===== src/rtl/beta_ctl_fsm.sv =====
// -----------------------------------------------------------------------------
// beta_ctl_fsm
//   Multicycle control unit for the Beta datapath. It sequences each
//   instruction through FETCH -> EXEC (-> MEM) -> FETCH, handshakes with the
//   instruction and data memories, decodes the ALU function and datapath
//   selects, latches prioritised interrupt requests, and traps on illegal
//   opcodes and on data-memory timeouts.
//
// Parameters
//   N_IRQ        number of interrupt lines, bit 0 has the highest priority
//   MEM_TIMEOUT  MEM cycles without dmem_ready before a bus-error trap (1..255)
//   HAS_MULDIV   0 => opcodes 0x22/0x23/0x32/0x33 decode as illegal
//
// Ports
//   clk, reset_n            clock (rising edge), asynchronous active-low reset
//   op                      IR[31:26], valid from EXEC onward
//   z                       rdata1 == 0, sampled in EXEC for BEQ/BNE
//   supervisor              PC[31]; masks interrupts when 1
//   irq                     interrupt request levels
//   imem_ready, dmem_ready  memory completion strobes
//   imem_req, dmem_req      memory request strobes
//   ir_we, pc_we            IR / PC load pulses
//   alufn                   ALU function
//   pcsel                   0 PC+4, 1 branch, 2 JMP, 3 ILLOP, 4 XADR,
//                           5 reset vector, 6 bus-error vector
//   wdsel                   0 PC+4, 1 ALU, 2 memory read data
//   asel, bsel, moe, mwr, ra2sel, wasel, werf   datapath selects / strobes
//   irq_ack                 one-hot pulse on interrupt entry
//   busy                    1 in every state except FETCH
// -----------------------------------------------------------------------------
module beta_ctl_fsm #(
    parameter int N_IRQ       = 4,
    parameter int MEM_TIMEOUT = 255,
    parameter bit HAS_MULDIV  = 1'b1
) (
    input  logic             clk,
    input  logic             reset_n,
    input  logic [5:0]       op,
    input  logic             z,
    input  logic             supervisor,
    input  logic [N_IRQ-1:0] irq,
    input  logic             imem_ready,
    input  logic             dmem_ready,
    output logic             imem_req,
    output logic             dmem_req,
    output logic             ir_we,
    output logic             pc_we,
    output logic [5:0]       alufn,
    output logic [2:0]       pcsel,
    output logic [1:0]       wdsel,
    output logic             asel,
    output logic             bsel,
    output logic             moe,
    output logic             mwr,
    output logic             ra2sel,
    output logic             wasel,
    output logic             werf,
    output logic [N_IRQ-1:0] irq_ack,
    output logic             busy
);

    typedef enum logic [2:0] {
        ST_RST   = 3'd0,
        ST_FETCH = 3'd1,
        ST_EXEC  = 3'd2,
        ST_MEM   = 3'd3,
        ST_TRAP  = 3'd4
    } state_t;

    typedef enum logic [1:0] {
        MK_LD  = 2'd0,
        MK_ST  = 2'd1,
        MK_LDR = 2'd2
    } mem_kind_t;

    typedef enum logic {
        TK_IRQ    = 1'b0,
        TK_BUSERR = 1'b1
    } trap_kind_t;

    localparam logic [7:0] TMO_LAST = 8'(MEM_TIMEOUT - 1);

    localparam logic [5:0] OP_LD  = 6'h18;
    localparam logic [5:0] OP_ST  = 6'h19;
    localparam logic [5:0] OP_JMP = 6'h1B;
    localparam logic [5:0] OP_BEQ = 6'h1C;
    localparam logic [5:0] OP_BNE = 6'h1D;
    localparam logic [5:0] OP_LDR = 6'h1F;

    localparam logic [5:0] ALUFN_ADD = 6'b010000;

    localparam logic [2:0] PCSEL_INC    = 3'd0;
    localparam logic [2:0] PCSEL_JMP    = 3'd2;
    localparam logic [2:0] PCSEL_ILLOP  = 3'd3;
    localparam logic [2:0] PCSEL_XADR   = 3'd4;
    localparam logic [2:0] PCSEL_RESET  = 3'd5;
    localparam logic [2:0] PCSEL_BUSERR = 3'd6;

    localparam logic [1:0] WDSEL_PC  = 2'd0;
    localparam logic [1:0] WDSEL_ALU = 2'd1;
    localparam logic [1:0] WDSEL_MEM = 2'd2;

    state_t           state_q, state_d;
    mem_kind_t        mem_kind_q, mem_kind_d;
    trap_kind_t       trap_kind_q, trap_kind_d;
    logic [N_IRQ-1:0] pending_q, pending_d;
    logic [7:0]       tmo_q, tmo_d;

    // OP/OPC class: 0x20-0x3F, minus the two unassigned codes in each half
    // (low nibble 7 and F) and, without the multiplier/divider, MUL/DIV.
    function automatic logic alu_op_legal(input logic [5:0] o);
        logic legal;
        legal = o[5] && (o[2:0] != 3'b111);
        if (!HAS_MULDIV && (o[3:1] == 3'b001)) begin
            legal = 1'b0;
        end
        return legal;
    endfunction

    // Highest-priority (lowest-index) pending request as a one-hot vector.
    function automatic logic [N_IRQ-1:0] lowest_set(input logic [N_IRQ-1:0] v);
        logic [N_IRQ-1:0] r;
        logic             found;
        r     = '0;
        found = 1'b0;
        for (int i = 0; i < N_IRQ; i++) begin
            if (v[i] && !found) begin
                r[i]  = 1'b1;
                found = 1'b1;
            end
        end
        return r;
    endfunction

    always_ff @(posedge clk or negedge reset_n) begin
        if (!reset_n) begin
            state_q     <= ST_RST;
            mem_kind_q  <= MK_LD;
            trap_kind_q <= TK_IRQ;
            pending_q   <= '0;
            tmo_q       <= '0;
        end else begin
            state_q     <= state_d;
            mem_kind_q  <= mem_kind_d;
            trap_kind_q <= trap_kind_d;
            pending_q   <= pending_d;
            tmo_q       <= tmo_d;
        end
    end

    always_comb begin
        state_d     = state_q;
        mem_kind_d  = mem_kind_q;
        trap_kind_d = trap_kind_q;
        tmo_d       = tmo_q;

        imem_req = 1'b0;
        dmem_req = 1'b0;
        ir_we    = 1'b0;
        pc_we    = 1'b0;
        alufn    = '0;
        pcsel    = PCSEL_INC;
        wdsel    = WDSEL_PC;
        asel     = 1'b0;
        bsel     = 1'b0;
        moe      = 1'b0;
        mwr      = 1'b0;
        ra2sel   = 1'b0;
        wasel    = 1'b0;
        werf     = 1'b0;
        irq_ack  = '0;
        busy     = (state_q != ST_FETCH);

        case (state_q)
            ST_RST: begin
                pc_we   = 1'b1;
                pcsel   = PCSEL_RESET;
                state_d = ST_FETCH;
            end

            ST_FETCH: begin
                // Interrupts are taken between instructions only, so the
                // fetch request is withheld while an unmasked one is pending.
                if ((pending_q != '0) && !supervisor) begin
                    trap_kind_d = TK_IRQ;
                    state_d     = ST_TRAP;
                end else begin
                    imem_req = 1'b1;
                    if (imem_ready) begin
                        ir_we   = 1'b1;
                        state_d = ST_EXEC;
                    end
                end
            end

            ST_EXEC: begin
                if (alu_op_legal(op)) begin
                    alufn   = {2'b01, op[3:0]};
                    bsel    = op[4];
                    wdsel   = WDSEL_ALU;
                    werf    = 1'b1;
                    pc_we   = 1'b1;
                    pcsel   = PCSEL_INC;
                    state_d = ST_FETCH;
                end else begin
                    case (op)
                        OP_LD, OP_ST, OP_LDR: begin
                            alufn = ALUFN_ADD;
                            asel  = (op == OP_LDR);
                            bsel  = (op != OP_LDR);
                            if (op == OP_ST) begin
                                mem_kind_d = MK_ST;
                            end else if (op == OP_LDR) begin
                                mem_kind_d = MK_LDR;
                            end else begin
                                mem_kind_d = MK_LD;
                            end
                            tmo_d   = '0;
                            state_d = ST_MEM;
                        end
                        OP_JMP: begin
                            pcsel   = PCSEL_JMP;
                            wdsel   = WDSEL_PC;
                            werf    = 1'b1;
                            pc_we   = 1'b1;
                            state_d = ST_FETCH;
                        end
                        OP_BEQ: begin
                            pcsel   = {2'b00, z};
                            wdsel   = WDSEL_PC;
                            werf    = 1'b1;
                            pc_we   = 1'b1;
                            state_d = ST_FETCH;
                        end
                        OP_BNE: begin
                            pcsel   = {2'b00, ~z};
                            wdsel   = WDSEL_PC;
                            werf    = 1'b1;
                            pc_we   = 1'b1;
                            state_d = ST_FETCH;
                        end
                        default: begin
                            // Illegal opcode: save PC+4 in XP and vector.
                            pcsel   = PCSEL_ILLOP;
                            wasel   = 1'b1;
                            wdsel   = WDSEL_PC;
                            werf    = 1'b1;
                            pc_we   = 1'b1;
                            state_d = ST_FETCH;
                        end
                    endcase
                end
            end

            ST_MEM: begin
                // Address selects are re-derived from the latched access kind
                // so the ALU keeps producing the effective address.
                dmem_req = 1'b1;
                alufn    = ALUFN_ADD;
                asel     = (mem_kind_q == MK_LDR);
                bsel     = (mem_kind_q != MK_LDR);
                if (mem_kind_q == MK_ST) begin
                    mwr    = 1'b1;
                    ra2sel = 1'b1;
                end else begin
                    moe = 1'b1;
                end

                // A ready arriving on the last allowed cycle still completes.
                if (dmem_ready) begin
                    if (mem_kind_q != MK_ST) begin
                        werf  = 1'b1;
                        wdsel = WDSEL_MEM;
                    end
                    pc_we   = 1'b1;
                    pcsel   = PCSEL_INC;
                    tmo_d   = '0;
                    state_d = ST_FETCH;
                end else if (tmo_q == TMO_LAST) begin
                    tmo_d       = '0;
                    trap_kind_d = TK_BUSERR;
                    state_d     = ST_TRAP;
                end else begin
                    tmo_d = tmo_q + 8'd1;
                end
            end

            ST_TRAP: begin
                wasel = 1'b1;
                wdsel = WDSEL_PC;
                werf  = 1'b1;
                pc_we = 1'b1;
                if (trap_kind_q == TK_BUSERR) begin
                    pcsel = PCSEL_BUSERR;
                end else begin
                    pcsel   = PCSEL_XADR;
                    irq_ack = lowest_set(pending_q);
                end
                state_d = ST_FETCH;
            end

            default: begin
                state_d = ST_RST;
            end
        endcase

        // While reset is asserted every output is forced low at once, which
        // also aborts an in-flight data access without any writeback.
        if (!reset_n) begin
            imem_req = 1'b0;
            dmem_req = 1'b0;
            ir_we    = 1'b0;
            pc_we    = 1'b0;
            alufn    = '0;
            pcsel    = '0;
            wdsel    = '0;
            asel     = 1'b0;
            bsel     = 1'b0;
            moe      = 1'b0;
            mwr      = 1'b0;
            ra2sel   = 1'b0;
            wasel    = 1'b0;
            werf     = 1'b0;
            irq_ack  = '0;
            busy     = 1'b0;
        end

        // A request asserted in the same cycle as its acknowledge stays pending.
        pending_d = (pending_q & ~irq_ack) | irq;
    end

endmodule


===== config.mk =====
export PLATFORM = sky130hd
export DESIGN_NAME = beta_ctl_fsm
export DESIGN_NICKNAME = d
export VERILOG_FILES = /design/src/rtl/beta_ctl_fsm.sv
export SDC_FILE = /design/constraint.sdc
export NUM_CORES = 1
export LEC_CHECK = 0
export ABC_AREA = 0
export CAP_MARGIN = 10
export CORE_MARGIN = 4
export CORE_UTILIZATION = 45
export CTS_CLUSTER_DIAMETER = 60
export DETAILED_ROUTE_END_ITERATION = 6
export DONT_BUFFER_PORTS = 1
export PLACE_DENSITY = 0.59
export SYNTH_ARGS = -nofsm -noshare
export SYNTH_HDL_FRONTEND = slang
export SYNTH_SLANG_ARGS = --single-unit

===== constraint.sdc =====
create_clock -name clk -period 2 [get_ports clk]
set_input_delay 0.4 -clock clk [delete_from_list [all_inputs] [get_ports clk]]
set_output_delay 0.4 -clock clk [all_outputs]
set_load 0.02 [all_outputs]

==> impl_metrics.env <==
export IMPL_synth_area_leader_cell="dfrtp_1"
export IMPL_grt_pass1_vias=1400
export IMPL_async_flop_share=1.00
export IMPL_root_buffer="clkbuf_4"
export IMPL_gr_total_overflow=0
export IMPL_nets=230
export IMPL_antenna_found_initial=0
export IMPL_die_area_um2=3870
export IMPL_cts_max_level=1
export IMPL_power_mw=1.84
export IMPL_clock_sinks=18
export IMPL_cts_tree="done"
export IMPL_ys_top_cells_by_area="dfrtp_1 (34%), o21ai_0 (5.3%), nor2_1 (5.1%)"
export IMPL_die_y_um=62.2
export IMPL_r2r_end="tmo_q[5]"
export IMPL_synth_seq_cells=18
export IMPL_reg2reg_slack_ns=0.07
export IMPL_grt_max_degree=19
export IMPL_fillers=219
export IMPL_finalWirelength_mm=4.02
export IMPL_leakagePower_nw=0.850
export IMPL_insertedDiodeCount=0
export IMPL_required_ns=1.60
export IMPL_syn_avg_cell_area_um2=7.82
export IMPL_drc=0
export IMPL_synth_top_area_share=0.341
export IMPL_cp_max_fo=2
export IMPL_dpl_hpwl_mm=2.69
export IMPL_pin_count=43
export IMPL_setup_violations_final=22
export IMPL_crit_arrival_ns=2.04
export IMPL_power_density_nw_per_um2=939
export IMPL_die_x_um=62.2
export IMPL_cp_startpoint="state_q[0]"
export IMPL_grt_pass1_wl_mm=6.54
export IMPL_setup_ws_ns=-0.442
export IMPL_cp_endpoint="irq_ack[3]"
export IMPL_wl_per_cell_um=16.7
export IMPL_finalMaxSlewViolations=0
export IMPL_synth_seq_area_share=0.341
export IMPL_ys_types=45
export IMPL_relSlewSlack=0.465
export IMPL_layout_drive_gt1_share=0.429
export IMPL_path_clk_slew_ns=0.09
export IMPL_std_cell_rows=19
export IMPL_fin_skew_ns=0.00266
export IMPL_fmax_mhz=409
export IMPL_crit_type="flip-flop to output port"
export IMPL_synthToLayoutAreaGrowth_pct=48.3
export IMPL_maxCapViolations=0
export IMPL_synthCells=169
export IMPL_synth_edff_count=0
export IMPL_numPortBuffers=0
export IMPL_holdWs_ns=0.196
export IMPL_reg2regPathDepth=10
export IMPL_start_util=0.475
export IMPL_cts_buffers=3
export IMPL_crit_path_end_kind="output port"
export IMPL_status="finished, violations left"
export IMPL_viasPerCell=6.05
export IMPL_final_hold_viol_count=0
export IMPL_worst_slew_pin_slew_ns=0.800
export IMPL_syn_nets=187
export IMPL_gp_congestion=0.835
export IMPL_startpoint_type="flip-flop"
export IMPL_hold_class="input port to flip-flop"
export IMPL_cts_buffer_depth=2
export IMPL_dp_cells=221
export IMPL_drt_iter0_drc=99
export IMPL_r2r_start="state_q[0]"
export IMPL_grt_use_total=0.203
export IMPL_rsz0062_at_grt="true"
export IMPL_min_period_ns=2.44
export IMPL_ir_drop_mv=0.715
export IMPL_synth_common_cells="dfrtp_1 (18), nor2_1 (18), o21ai_0 (14)"
export IMPL_violations="negative setup slack"
export IMPL_core_um2=2780
export IMPL_ys_warn_count=0
export IMPL_syn_cell_area_um2=1320
export IMPL_period_share=1.22
export IMPL_synthFlopType="dfrtp_1"
export IMPL_drt_pre_antenna_iters=4
export IMPL_insertion_delay_ns=0.29
export IMPL_fin_cells=241
export IMPL_num_vias=1458
export IMPL_ant_nets=0
placed cells by master, fill, tap and decap left out, types with 4 or more instances in the layout:
cell type  count
buf_4         29
dfrtp_1       18
buf_6         18
o21ai_0       14
inv_1         11
nor2_1        10
nand2_1        9
and2_4         5
nor2_2         5
a21oi_2        5
and3_1         5
nand3_1        4
nand3b_1       4
nor3_1         4
a21oi_1        4
stage by stage:
stage               setup TNS [ns]  area [µm²]  worst slack (ns)  utilization
floorplan                   -0.356        1370            -0.244            -
global placement            -0.148        1590            -0.104        0.571
detailed placement          -0.259        1590            -0.132        0.571
CTS                          -3.62        1800            -0.419        0.647
global route                 -7.05        1960            -0.498        0.704
finish                       -4.85        1960            -0.442        0.704
power breakdown:
part | switching [mW] | leakage (nW) | internal [mW]
sequential | 0.0727 | 0.221 | 0.449
combinational | 0.556 | 0.615 | 0.589
clock | 0.104 | 0.0138 | 0.0700
timing repair:
item / 4_1_cts / 5_1_grt
hold buffers: 1 / 0
hold endpoints to repair: 18 / 0
pin swaps: 17 / 12
endpoints found under the setup margin: 16 / 25
gates resized for setup: 32 / 30
setup buffers: 11 / 8
metal layers:
metal	track usage	wire length (µm)	up-vias	share of wire
met1	0.243	1690	701	0.42
met3	0.0505	302	10	0.075
met2	0.351	1930	60	0.48
met4	0.0650	100	0	0.025
met5	0	0	-	0
li1	-	-	687	-
flip-flops by register name, indices dropped and copies added (netlist names):
name,count
tmo_q,8
pending_q,4
state_q,3
mem_kind_q,2
trap_kind_q,1
worst max-delay path, cell delays in order, from the launching register on:
cell and delay (ns):
dfrtp_1 0.41, or3b_4 0.39, or4_4 0.44, or3_4 0.36, nor2_4 0.16
final cells by class:
class                      count  area (µm²)  area share
multi-input combinational    130         976       0.498
sequential                    18         450       0.230
timing repair buffer          48         430       0.220
inverter                      11        41.3      0.0211
tap                           31        38.8      0.0198
clock buffer                   3        22.5      0.0115
kinds of logic (layout without fill, tap and decap cells):
family          Yosys count  count (layout)  share of synthesized area
compound gates           48              48                      0.237
xor+xnor                  2               2                     0.0133
fa+ha+maj                 2               2                     0.0189
buf+inv                  21              62                     0.0663
flops                    18              18                      0.341
other cells               1               1                    0.00284
simple gates             77              77                      0.321
worst min path at each step:
stage / from / end / slack (ns) / depth (start not counted)
after global placement: reset_n / pending_q[3] / 0.10 / 0
final: irq[1] / pending_q[1] / 0.20 / 1
after CTS: op[1] / mem_kind_q[0] / 0.19 / 1
after floorplan: reset_n / mem_kind_q[0] / 0.10 / 0
after global routing: op[1] / mem_kind_q[0] / 0.19 / 1
after detailed placement: reset_n / pending_q[3] / 0.10 / 0
Power figures use the tool's default switching activity.
